===== config.mk =====
export PLATFORM = sky130hd
export DESIGN_NAME = audio_frame_sched_flat
export DESIGN_NICKNAME = d
export VERILOG_FILES = /design/src/rtl/audio_pkg.sv /design/src/rtl/audio_frame_sched_if.sv /design/src/rtl/audio_wr_arb.sv /design/src/rtl/audio_frame_sched.sv /design/src/flat_wrapper.sv
export SDC_FILE = /design/constraint.sdc
export NUM_CORES = 1
export LEC_CHECK = 0
export BUFFER_PORTS_ARGS = -buffer_cell sky130_fd_sc_hd__buf_2
export CAP_MARGIN = 40
export CORE_MARGIN = 1
export CORE_UTILIZATION = 47
export CTS_BUF_LIST = sky130_fd_sc_hd__clkbuf_8 sky130_fd_sc_hd__clkbuf_16
export CTS_CLUSTER_DIAMETER = 40
export DETAILED_ROUTE_END_ITERATION = 8
export GPL_ROUTABILITY_DRIVEN = 0
export PLACE_DENSITY = 0.79
export SYNTH_ARGS = -nofsm -noshare
export SYNTH_HDL_FRONTEND = slang
export SYNTH_SLANG_ARGS = --single-unit

===== constraint.sdc =====
create_clock -name ck -period 1.6 [get_ports ck]
set_input_delay 0.16 -clock ck [delete_from_list [all_inputs] [get_ports ck]]
set_output_delay 0.16 -clock ck [all_outputs]
set_load 0.05 [all_outputs]

===== src/rtl/audio_pkg.sv =====
// Shared definitions for the audio frame scheduler.
//   CHANNELS / FRAMES size the audio input RAM (channel x frame).
//   CHAN_W, FRAME_W, AUDIO_W are the derived index and address widths.
//   CNT_W is the width of the saturating overrun counter.
//   sched_state_t is the per-frame sequencer FSM state.
package audio_pkg;

  localparam int CHANNELS = 16;
  localparam int FRAMES   = 32;
  localparam int CHAN_W   = $clog2(CHANNELS);
  localparam int FRAME_W  = $clog2(FRAMES);
  localparam int AUDIO_W  = CHAN_W + FRAME_W;
  localparam int CNT_W    = 8;

  typedef enum logic [1:0] {
    IDLE = 2'd0,
    GAP  = 2'd1,
    RUN  = 2'd2
  } sched_state_t;

endpackage


===== src/rtl/audio_frame_sched_if.sv =====
// Audio input RAM write port.
//   we     write enable
//   waddr  word address {frame, channel}
//   wdata  16-bit sample
// master: the scheduler driving the port; slave: the RAM.
interface audio_frame_sched_if;
  import audio_pkg::*;

  logic               we;
  logic [AUDIO_W-1:0] waddr;
  logic [15:0]        wdata;

  modport master (output we, waddr, wdata);
  modport slave  (input  we, waddr, wdata);

endinterface


===== src/rtl/audio_wr_arb.sv =====
// Registered two-source write mux for the audio input RAM.
//   ck, rst            clock, asynchronous active-high reset
//   host_sel           1: host owns the port, 0: I2S Rx owns it
//   host_we/addr/data  host write request
//   rx_we/chan/data    Rx sample write request
//   wr_frame           frame being filled by Rx (forms the upper address)
//   ram                registered write port, one cycle after the strobe
module audio_wr_arb
  import audio_pkg::*;
(
  input  logic               ck,
  input  logic               rst,
  input  logic               host_sel,
  input  logic               host_we,
  input  logic [AUDIO_W-1:0] host_addr,
  input  logic [15:0]        host_data,
  input  logic               rx_we,
  input  logic [CHAN_W-1:0]  rx_chan,
  input  logic [15:0]        rx_data,
  input  logic [FRAME_W-1:0] wr_frame,
  audio_frame_sched_if.master ram
);

  // The non-owner's strobe is simply ignored; nothing is queued, so a write
  // is never delayed or merged with a later one.
  always_ff @(posedge ck or posedge rst) begin
    // NOTE: address/data are reset too, because every output must read 0
    // while reset is asserted, not only the enable.
    if (rst) begin
      ram.we    <= 1'b0;
      ram.waddr <= '0;
      ram.wdata <= '0;
    end else if (host_sel) begin
      ram.we <= host_we;
      if (host_we) begin
        ram.waddr <= host_addr;
        ram.wdata <= host_data;
      end
    end else begin
      ram.we <= rx_we;
      if (rx_we) begin
        // wr_frame is the pre-increment value even when a frame tick is
        // sampled on the same edge.
        ram.waddr <= {wr_frame, rx_chan};
        ram.wdata <= rx_data;
      end
    end
  end

endmodule


===== src/rtl/audio_frame_sched.sv =====
// Frame scheduler for the audio engine.
//   ck, rst        clock, asynchronous active-high reset
//   frame_tick     one-cycle pulse at the end of each I2S frame
//   rx_*           I2S Rx sample write request
//   host_*         host write request and port ownership bit
//   seq_done       sequencer done level
//   ovr_clr        clears the overrun flag and counter
//   ram            registered input-RAM write port
//   seq_run        sequencer enable (low holds it in reset)
//   seq_frame      frame index latched for the current run
//   wr_frame       frame currently being filled by Rx
//   busy           a run is in progress
//   overrun        sticky: a tick arrived while a run was in progress
//   ovr_count      saturating count of such ticks
module audio_frame_sched
  import audio_pkg::*;
(
  input  logic               ck,
  input  logic               rst,
  input  logic               frame_tick,
  input  logic               rx_we,
  input  logic [CHAN_W-1:0]  rx_chan,
  input  logic [15:0]        rx_data,
  input  logic               host_sel,
  input  logic               host_we,
  input  logic [AUDIO_W-1:0] host_addr,
  input  logic [15:0]        host_data,
  input  logic               seq_done,
  input  logic               ovr_clr,
  audio_frame_sched_if.master ram,
  output logic               seq_run,
  output logic [FRAME_W-1:0] seq_frame,
  output logic [FRAME_W-1:0] wr_frame,
  output logic               busy,
  output logic               overrun,
  output logic [CNT_W-1:0]   ovr_count
);

  sched_state_t state, state_nxt;
  logic         gap_cnt;    // 0 in the first GAP cycle, 1 in the second
  logic         run_first;  // high during the first RUN cycle only
  logic         ran;        // a run has reached RUN since reset
  logic         start_run;
  logic         ovr_tick;

  assign start_run = frame_tick && (state == IDLE);
  assign ovr_tick  = frame_tick && (state != IDLE);

  // State register.
  always_ff @(posedge ck or posedge rst) begin
    // NOTE: sequential state always uses non-blocking assignments so every
    // register samples pre-edge values regardless of block ordering.
    if (rst) state <= IDLE;
    else     state <= state_nxt;
  end

  // Next-state logic.
  always_comb begin
    // NOTE: default first so no path leaves state_nxt unassigned (no latch).
    state_nxt = state;
    unique case (state)
      IDLE:    if (frame_tick) state_nxt = GAP;
      GAP:     if (gap_cnt) state_nxt = RUN;
      // Done is stale in the first RUN cycle: the sequencer has only just
      // come out of reset.
      RUN:     if (seq_done && !run_first) state_nxt = IDLE;
      default: state_nxt = IDLE;
    endcase
  end

  // Output logic. In IDLE seq_run holds its last value: low after reset,
  // high after a completed run so results and done remain readable.
  always_comb begin
    busy    = (state != IDLE);
    seq_run = 1'b0;
    unique case (state)
      IDLE:    seq_run = ran;
      GAP:     seq_run = 1'b0;
      RUN:     seq_run = 1'b1;
      default: seq_run = 1'b0;
    endcase
  end

  // Gap timing, run bookkeeping and frame pointers.
  always_ff @(posedge ck or posedge rst) begin
    if (rst) begin
      gap_cnt   <= 1'b0;
      run_first <= 1'b0;
      ran       <= 1'b0;
      wr_frame  <= '0;
      seq_frame <= '0;
    end else begin
      if (start_run)          gap_cnt <= 1'b0;
      else if (state == GAP)  gap_cnt <= 1'b1;
      run_first <= (state == GAP) && gap_cnt;
      if (state == RUN) ran <= 1'b1;
      // wr_frame advances on every tick, overrun or not; it wraps naturally.
      if (frame_tick) wr_frame <= wr_frame + 1'b1;
      if (start_run)  seq_frame <= wr_frame;
    end
  end

  // Overrun flag and saturating counter. A tick coinciding with a clear
  // wins and counts as the first overrun after the clear.
  always_ff @(posedge ck or posedge rst) begin
    if (rst) begin
      overrun   <= 1'b0;
      ovr_count <= '0;
    end else if (ovr_tick) begin
      overrun <= 1'b1;
      if (ovr_clr)              ovr_count <= CNT_W'(1);
      else if (ovr_count != '1) ovr_count <= ovr_count + 1'b1;
    end else if (ovr_clr) begin
      overrun   <= 1'b0;
      ovr_count <= '0;
    end
  end

  audio_wr_arb u_wr_arb (
    .ck        (ck),
    .rst       (rst),
    .host_sel  (host_sel),
    .host_we   (host_we),
    .host_addr (host_addr),
    .host_data (host_data),
    .rx_we     (rx_we),
    .rx_chan   (rx_chan),
    .rx_data   (rx_data),
    .wr_frame  (wr_frame),
    .ram       (ram)
  );

endmodule


===== src/flat_wrapper.sv =====
// flat-port wrapper written by rule: the top's interface ports become plain ports
module audio_frame_sched_flat import audio_pkg::*;
  (ck, rst, frame_tick, rx_we, rx_chan, rx_data, host_sel, host_we, host_addr, host_data, seq_done, ovr_clr, seq_run, seq_frame, wr_frame, busy, overrun, ovr_count, ram_we, ram_waddr, ram_wdata);
  audio_frame_sched_if ram_i ();
  input  logic ck;
  input  logic rst;
  input  logic frame_tick;
  input  logic rx_we;
  input  logic [CHAN_W-1:0] rx_chan;
  input  logic [15:0] rx_data;
  input  logic host_sel;
  input  logic host_we;
  input  logic [AUDIO_W-1:0] host_addr;
  input  logic [15:0] host_data;
  input  logic seq_done;
  input  logic ovr_clr;
  output logic seq_run;
  output logic [FRAME_W-1:0] seq_frame;
  output logic [FRAME_W-1:0] wr_frame;
  output logic busy;
  output logic overrun;
  output logic [CNT_W-1:0] ovr_count;
  output wire logic [$bits(ram_i.we)-1:0] ram_we;
  output wire logic [$bits(ram_i.waddr)-1:0] ram_waddr;
  output wire logic [$bits(ram_i.wdata)-1:0] ram_wdata;
  assign ram_we = ram_i.we;
  assign ram_waddr = ram_i.waddr;
  assign ram_wdata = ram_i.wdata;
  audio_frame_sched u_core (.ck(ck), .rst(rst), .frame_tick(frame_tick), .rx_we(rx_we), .rx_chan(rx_chan), .rx_data(rx_data), .host_sel(host_sel), .host_we(host_we), .host_addr(host_addr), .host_data(host_data), .seq_done(seq_done), .ovr_clr(ovr_clr), .ram(ram_i), .seq_run(seq_run), .seq_frame(seq_frame), .wr_frame(wr_frame), .busy(busy), .overrun(overrun), .ovr_count(ovr_count));
endmodule

; ---- After elaboration in Yosys (flattened, before gate mapping)
; Cells that the tools add are included.
[op_classes]
add_sub_neg = 2
magnitude_cmp = 0
n_reduce_logical = 14
n_mux = 20
multipliers = 0
shift = 0
eq_ne = 7
div_mod_pow = 0
bitwise = 0
[op_table]
columns = op, n
row1 = 2-to-1 mux 16 bit, 3
row2 = 2-to-1 mux 8 bit, 4
row3 = 2-to-1 mux 9 bit, 3
row4 = nonzero test 2 bit, 5
row5 = "adder 8 x 1 -> 8 bit, second input constant", 1
row6 = "!= test 8 bit, second input constant", 1
row7 = 2-to-1 mux 2 bit, 3
row8 = "!= test 2 x 1 -> 1 bit, second input constant", 3
row9 = one-hot mux 2 bit (3 select lines), 1
row10 = "adder 5 x 1 -> 5 bit, second input constant", 1
row11 = 2-to-1 mux 1 bit, 5
row12 = logical AND 1 bit, 4
row13 = AND reduction 2 bit, 2
row14 = AND reduction 3 bit, 1
row15 = "== test 2 x 1 -> 1 bit, second input constant", 1
row16 = "== test 2 bit, second input constant", 1
row17 = logical NOT 2 bit, 1
row18 = "!= test 2 bit, second input constant", 1
row19 = one-hot mux 1 bit (2 select lines), 1
row20 = logical NOT 1 bit, 1
[word_totals]
regBits = 50
mem_bits_rw = 0
mem_bits_ro = 0
input_bits = 53
output_inout_bits = 47
latchBits = 0
elab_cells = 54
mem_count = 0

; ---- Logic depth before layout (Yosys ltp)
; Gate-level depths: netlist of the first run.
[logic_depth]
ltp_word = 4
ltp_mapped = 5
mapped_depth_nobuf = 5

; ---- Hierarchy
; From an unflattened synthesis of the first run, not the netlist that was laid out.
[hier_totals]
cells_unflattened = 212
hier_area_um2 = 2491.1
[modules_own_cells]
columns = mod, area_per_inst_um2, seq_area_each_um2, cells_each, n_inst
row1 = audio_wr_arb, 1411.4, 650.6, 115, 1
row2 = audio_frame_sched, 1079.8, 600.6, 97, 1

; ---- Worst setup path before layout of the first run
; No wires, ideal clock.
[synth_timing]
kind = reg-to-reg
start = register u_core.ovr_count[0]
end = register u_core.ovr_count[4]
path_stages_with_launch = 6
period_less_slack_ps = 1701
n_path_buf = 0
arrival_ps = 1571
path_slack_ps = -101
path_cell_list = dfrtp_1 ha_1 nand2_1 a2111oi_4 xnor2_1 nor2_1
[synth_via]
elab_chain_len = 4
[synth_lines]
columns = element, line
row1 = start: declaration, audio_frame_sched.sv:36  ; output logic [CNT_W-1:0] ovr_count
row2 = start signal: assignment, audio_frame_sched.sv:112  ; else if (ovr_count != '1) ovr_count <= ovr_count + 1'b1;
row3 = adder 8 x 1 -> 8 bit, audio_frame_sched.sv:112
row4 = 2-to-1 mux 8 bit, audio_frame_sched.sv:112
row5 = 2-to-1 mux 8 bit, audio_frame_sched.sv:111  ; if (ovr_clr) ovr_count <= CNT_W'(1);
row6 = 2-to-1 mux 8 bit, audio_frame_sched.sv:109  ; end else if (ovr_tick) begin
; Several ways; a longest one is shown, not always the timed one. The select of a mux whose other input is x is not followed.
; A chain may end at the register's enable or synchronous reset.

; ---- Final worst setup path of the first run
[layout_timing]
start = register u_core.state[1]
end = output busy
[layout_via]
elab_chain_len = 1
[layout_lines]
columns = element, line
row1 = start: declaration, audio_frame_sched.sv:39  ; sched_state_t state, state_nxt;
row2 = start signal: assignment, audio_frame_sched.sv:54  ; else state <= state_nxt;
row3 = nonzero test 2 bit, audio_frame_sched.sv:74  ; busy = (state != IDLE);
row4 = end: declaration, flat_wrapper.sv:20  ; output logic busy;
; Every way passes these cells.

==> results_dict.tcl, run 1 <==
set metrics [dict create \
    hold_start "ovr_clr" \
    synthCells 210 \
    ys_seq_area_frac 0.542 \
    syn_area_per_cell_sq_um 11.0 \
    p_total_mw 4.81 \
    ys_top_cells_by_area "dfrtp_1 54%, mux2i_1 12%, o21ai_0 5.6%" \
    grt_pass1_wl_mm 7.70 \
    synth_top_area_share 0.542 \
    maxCapViolations 0 \
    drc 2 \
    netlist_area_sq_um 2310 \
    drive_above_1_share 0.410 \
    ys_seq_elements 50 \
    pin_count 100 \
    hp-class "input pin to flop" \
    die_w_um 72.1 \
    drtIter0Drc 70 \
    async_flop_share 1.00 \
    synthFlopType "dfrtp_1" \
    cp.required_ns 1.44 \
    yosysTopAreaCell "dfrtp_1" \
    report.final.slew_viol_count 0 \
    dp.cells 370 \
    antenna_found_initial 0 \
    io_buffers 99 \
    cts_setup_buffers 0 \
    cts_tree "built" \
    final_net_count 366 \
    die_h_um 72.1 \
    path_cells "buf_4 > or2_2 > buf_2" \
    worst_setup_path_end_kind "primary output" \
    initial_core_util 0.489 \
    tightest_slew_ns 0.410 \
    root_buffer "clkbuf_8" \
    hold_viol_final 0 \
    hold_depth 2 \
    violations "design-rule violations" \
    vias 1883 \
    num_rows 25 \
    place_worst_setup_slack_ns 0.149 \
    crit_type "flop to primary output" \
    rr_startpoint "u_core.state[1]" \
    p_leak_nw 1.51 \
    power_density_nw_per_um2 1600 \
    final_cell_area_sq_um 3000 \
    clock_latency_ns 0.29 \
    wl_per_cell_um 12.3 \
    syn_nets 265 \
    coreArea_sq_um 4720 \
    layout_commonest_cell "buf_2" \
    hold_path_end "u_core.ovr_count[5]" \
    first_pass_iters 6 \
    gr-total-overflow 0 \
    wl_mm 4.68 \
    viasPerCell 4.97 \
    synth-edff-count 0 \
    fin_crit_sh 0.968 \
    slew_headroom 0.727 \
    finalSetupTns_ns 0 \
    dpl_cell_area_sq_um 2880 \
    fin_ws_ns 0.0512 \
    final_cell_mix "99 x buf_2, 48 x dfrtp_1, 29 x nand2_1" \
    h-tree-depth 2 \
    run_status "finished, violations left" \
    clk_pin_slew_worst_paths_ns 0.08 \
    grt_pass1_vias 1785 \
    clock_sinks 50 \
    ant_nets 0 \
    cpPeakStageDelay_ns 0.45 \
    crit_slowest_cell "dfrtp_1" \
    rsz0062_at_grt "no" \
    yosysWarnings 0 \
    reg2reg_to "u_core.seq_frame[1]" \
    worstPathMaxFanout 6 \
    peakVddDrop_mv 1.28 \
    reg2reg_slack_ns 0.15 \
    start_kind "flop" \
    die-area_sq_um 5200 \
    finalClockSkew_ns 0.00351 \
    cts_buffers 5 \
    synthToLayoutAreaGrowth_pct 29.9 \
    grt_start_max_net_pins 42 \
    synth_cell_types 33 \
    hpwl_mm 3.58 \
    fin_crit_ns 1.55 \
    ff2ff_path_depth 3 \
    track_usage 0.192 \
    crit_arrival_ns 1.39 \
    clock_path_buffers 2 \
    finalSetupViolations 0 \
    stdcell_count 379 \
    fillers 401 \
    diodes 0 \
    max_freq_mhz 646 \
]
worst max-delay path, delay by kind of cell, from the launching register on:
family / cells / cell delay (ns)
flip-flops: 1 / 0.45
buffers and inverters: 2 / 0.39
AND/OR/NAND/NOR: 1 / 0.26
cell families (layout without fill, tap and decap cells):
family | after synthesis | in the layout | share of synthesized area
AO/OA/AOI/OAI | 41 | 41 | 0.113
XOR/XNOR | 6 | 6 | 0.0228
adder cells (fa/ha/maj) | 2 | 2 | 0.0108
buffers and inverters | 18 | 120 | 0.0417
flip-flops | 50 | 50 | 0.542
multiplexers | 34 | 34 | 0.152
AND/OR/NAND/NOR | 59 | 59 | 0.118
per-layer routing:
layer | track usage | vias to the layer above | part of all wire
li1 | - | 929 | -
met1 | 0.219 | 882 | 0.42
met2 | 0.343 | 66 | 0.50
met3 | 0.0583 | 6 | 0.071
met4 | 0.0588 | 0 | 0.0096
met5 | 0 | - | 0
cells in the mapped netlist, types with 2 or more instances:
library cell	instances
nand2b_1	3
nor2_1	9
xnor2_1	5
buf_4	2
a21o_1	2
a21oi_1	4
mux2i_1	27
a211oi_1	2
buf_2	5
inv_1	6
dfrtp_1	50
o21ai_1	2
mux2_2	6
ha_1	2
o21ai_0	26
clkbuf_1	3
buf_6	2
nand4_1	4
nand3_1	4
nand2_1	29
nor3_1	5
repair_timing:
action,CTS,global route
hold endpoints to repair,50,0
gates resized for setup,0,1
setup endpoints to repair,0,1
hold buffers,1,0
flip-flops by register name (all words and copies together), names as in the netlist, 2 cells and up:
register                   flops
u_core.wr_frame                5
u_core.ovr_count               8
u_core.state                   2
u_core.u_wr_arb.ram.wdata     16
u_core.u_wr_arb.ram.waddr      9
u_core.seq_frame               5
per-stage QoR:
step,hold WS [ns],utilization
after floorplan,0.342,-
after global placement,0.203,0.611
after detailed placement,0.208,0.611
after CTS,0.132,0.635
after global routing,0.136,0.635
final,0.139,0.635
area by class of cell:
class                           instances  area, sq um  area share
Clock buffer                            5         68.8      0.0229
Clock inverter                          3         37.5      0.0125
Inverter                                6         22.5     0.00751
Multi-Input combinational cell        142          971       0.324
Sequential cell                        50         1250       0.418
Tap cell                               67         83.8      0.0279
Timing Repair Buffer                  106          563       0.188
where the power goes:
part	total (mW)	switching (mW)	internal, mW
Combinational	2.11	1.51	0.600
Clock	0.849	0.393	0.455
Sequential	1.86	0.274	1.58
Total	4.81	2.17	2.64
worst max-delay path by stage:
stage               slack [ns]                   to  cells after the start                start
CTS                       0.03                 busy                      3      u_core.state[1]
global route             0.002                 busy                      3      u_core.state[1]
finish                    0.05                 busy                      3      u_core.state[1]
floorplan                 0.03  u_core.ovr_count[3]                      4  u_core.ovr_count[4]
global placement          0.19  u_core.seq_frame[0]                      3      u_core.state[1]
detailed placement        0.15  u_core.seq_frame[1]                      3      u_core.state[1]
No activity file was read; power rests on OpenSTA's default activity.
==> run 2: changes to the inputs <==
--- a/config.mk
+++ b/config.mk
@@ -5,6 +5,7 @@
 export SDC_FILE = /design/constraint.sdc
 export NUM_CORES = 1
 export LEC_CHECK = 0
+export ABC_AREA = 1
 export BUFFER_PORTS_ARGS = -buffer_cell sky130_fd_sc_hd__buf_2
 export CAP_MARGIN = 40
 export CORE_MARGIN = 1
==> run 2 against run 1 <==
  * The run now ends clean
  * Setup slack improved by 0.17 ns
  * Maximum frequency is 12% higher
  * Utilization shrank 1.2 points
  * Global-route usage shrank 0.44 points
  * Critical path depth rose by 5
  * Final cell count up 9.2%
  * Routed wire length up 1.8%
  * Critical path type is now flop to flop
==> results_dict.tcl, run 2 <==
set metrics [dict create \
    pin_count 100 \
    max_freq_mhz 725 \
    synth-edff-count 0 \
    power.share.switching 0.474 \
    largest_reg_flops 16 \
    grt_pass1_wl_mm 7.63 \
    finalSetupTns_ns 0 \
    worst_setup_path_end_kind "flop" \
    finalClockSkew_ns 0.00217 \
    synth_top_area_share 0.539 \
    syn_area_per_cell_sq_um 9.43 \
    layout_commonest_cell "buf_2" \
    intPower_mw 2.39 \
    multi_input_area_sq_um 888 \
    hold_viol_final 0 \
    clock_sinks 50 \
    wl_per_cell_um 11.5 \
    clk_pin_slew_worst_paths_ns 0.09 \
    utilization 0.624 \
    peakVddDrop_mv 1.31 \
    root_buffer "clkbuf_8" \
    start_kind "flop" \
    synthMostInstantiatedCell "dfrtp_1" \
    ys_top_cells_by_area "dfrtp_1 54%, mux2i_1 8.6%, a21oi_1 7.3%" \
    clockPowerShare 0.161 \
    drc 0 \
    drtIter0Drc 79 \
    grt_start_max_net_pins 52 \
    tightest_slew_ns 0.474 \
    fillers 392 \
    worstPathMaxFanout 8 \
    vias 1977 \
    initial_core_util 0.491 \
    synth_cell_types 25 \
    finalSetupViolations 0 \
    final_net_count 401 \
    netlist_area_sq_um 2320 \
    yosysTopAreaCell "dfrtp_1" \
    post_cts_resized 0 \
    crit_type "flop to flop" \
    slew_headroom 0.684 \
    combPwrFrac 0.452 \
    cts_tree "built" \
    antenna_found_initial 0 \
    coreArea_sq_um 4720 \
    ff_latch_area_sq_um 1250 \
    ys_seq_elements 50 \
    die_w_um 72.3 \
    die-area_sq_um 5220 \
    p_leak_nw 1.54 \
    die_h_um 72.3 \
    hp-class "input pin to flop" \
    gr-total-overflow 0 \
    largest_registers "u_core.u_wr_arb.ram.wdata: 16 flops, u_core.u_wr_arb.ram.waddr: 9 flops, u_core.ovr_count: 8 flops" \
    fin_crit_ns 1.38 \
    h-tree-depth 2 \
    ant_nets 0 \
    final_cell_mix "99 x buf_2, 49 x dfrtp_1, 45 x nor2_1" \
    clock_latency_ns 0.29 \
    cts_setup_buffers 0 \
    p_total_mw 4.54 \
    ys_seq_area_frac 0.539 \
    diodes 0 \
    fin_crit_sh 0.862 \
    wl_mm 4.76 \
    syn_nets 301 \
    synthToLayoutAreaGrowth_pct 27.0 \
    cts_buffers 5 \
    first_pass_iters 4 \
    synthCells 246 \
    viasPerCell 4.78 \
    run_status "completed" \
    async_flop_share 1.00 \
    hpwl_mm 3.57 \
    largest_register "u_core.u_wr_arb.ram.wdata" \
    track_usage 0.187 \
    drive_above_1_share 0.346 \
    power_density_nw_per_um2 1540 \
    num_rows 25 \
    crit_arrival_ns 1.60 \
    rsz0062_at_grt "no" \
    power.switching_mw 2.15 \
    grt_pass1_vias 1776 \
    pwr-share-seq 0.388 \
    report.final.slew_viol_count 0 \
    cp.required_ns 1.82 \
    maxCapViolations 0 \
    yosysWarnings 0 \
    yosys-top-cells-count "50 x dfrtp_1, 45 x nor2_1, 34 x a21oi_1" \
    clock_path_buffers 2 \
    synthFlopType "dfrtp_1" \
    io_buffers 99 \
]
[run 2: cell types whose count changed in the layout (fill, tap and decap cells not counted), sizes merged, moves of 3 or more]
cell / change
o21ai: -13
xor2: +3
nand2: -5
nand2b: -3
mux2: -5
nor3: -4
nor2: +36
inv: +18
a21oi: +31
mux2i: -8
xnor2: -5
[run 2: power by group through the flow]
stage | combinational [mW] | sequential, mW | clock (mW)
after detailed placement | 2.07 | 1.78 | 0
after floorplan | 0.684 | 2.67 | 0
after CTS | 2.07 | 1.76 | 0.761
after global routing | 2.21 | 1.80 | 0.807
final | 2.05 | 1.76 | 0.730
after global placement | 2.03 | 1.78 | 0
[run 2: per-stage QoR]
stage	hold slack [ns]	worst slack, ns	instance area (sq um)	cells
2_1_floorplan	0.330	0.00246	2320	246
3_3_place_gp	0.00861	0.319	2840	405
3_5_place_dp	0.00864	0.257	2840	405
4_1_cts	0.133	0.236	2950	414
5_1_grt	0.151	0.0763	2950	414
6_report	0.138	0.220	2950	414
[run 2: worst paths after layout]
path                            cells after the start  slack (ns)                       endpoint                start
worst max-delay path                                8        0.22            u_core.ovr_count[5]  u_core.ovr_count[1]
worst min-delay path                                3        0.14  u_core.u_wr_arb.ram.wdata[13]          rx_data[13]
max in group asynchronous                           4        0.84            u_core.seq_frame[4]                  rst
worst max register to register                      8        0.22            u_core.ovr_count[5]  u_core.ovr_count[1]
min in group asynchronous                           3        0.25   u_core.u_wr_arb.ram.waddr[1]                  rst
worst min register to register                      2        0.47                     u_core.ran           u_core.ran
[run 2: worst max-delay path: stages (launching register included)]
cell,delay (ns)
dfrtp_2,0.44
ha_1,0.20
nand2_1,0.10
inv_1,0.10
nand3_2,0.13
nand2_4,0.09
inv_2,0.08
nand2_1,0.05
a21oi_1,0.12
[run 2: repair_timing]
item / 4_1_cts / 5_1_grt
setup endpoints to repair: 0 / 0
hold buffers: 1 / 0
endpoints found under the hold margin: 50 / 0
[run 2: area by class of cell]
type | count | share of cell area
clock inverter | 2 | 0.00297
multi-input combinational | 160 | 0.302
tap | 67 | 0.0285
timing repair buffer | 104 | 0.182
sequential | 50 | 0.425
clock buffer | 6 | 0.0280
inverter | 25 | 0.0319
[run 2: cells by family (layout without fill, tap and decap cells)]
group	count (synthesis)	count (layout)	synth area share
muxes	21	21	0.0928
xor gates and xnor gates	4	4	0.0151
and+or+nand+nor	79	79	0.143
buffers and inverters	36	137	0.0777
DFF	50	50	0.539
adders and majority gates	2	2	0.0108
AOI/OAI and AO/OA	54	54	0.121
[run 2: metal layers]
layer	share of wire	up-vias	global-route usage
met2	0.49	66	0.317
li1	-	1002	-
met1	0.44	899	0.235
met5	0	-	0
met4	0.020	0	0.0763
met3	0.048	10	0.0375
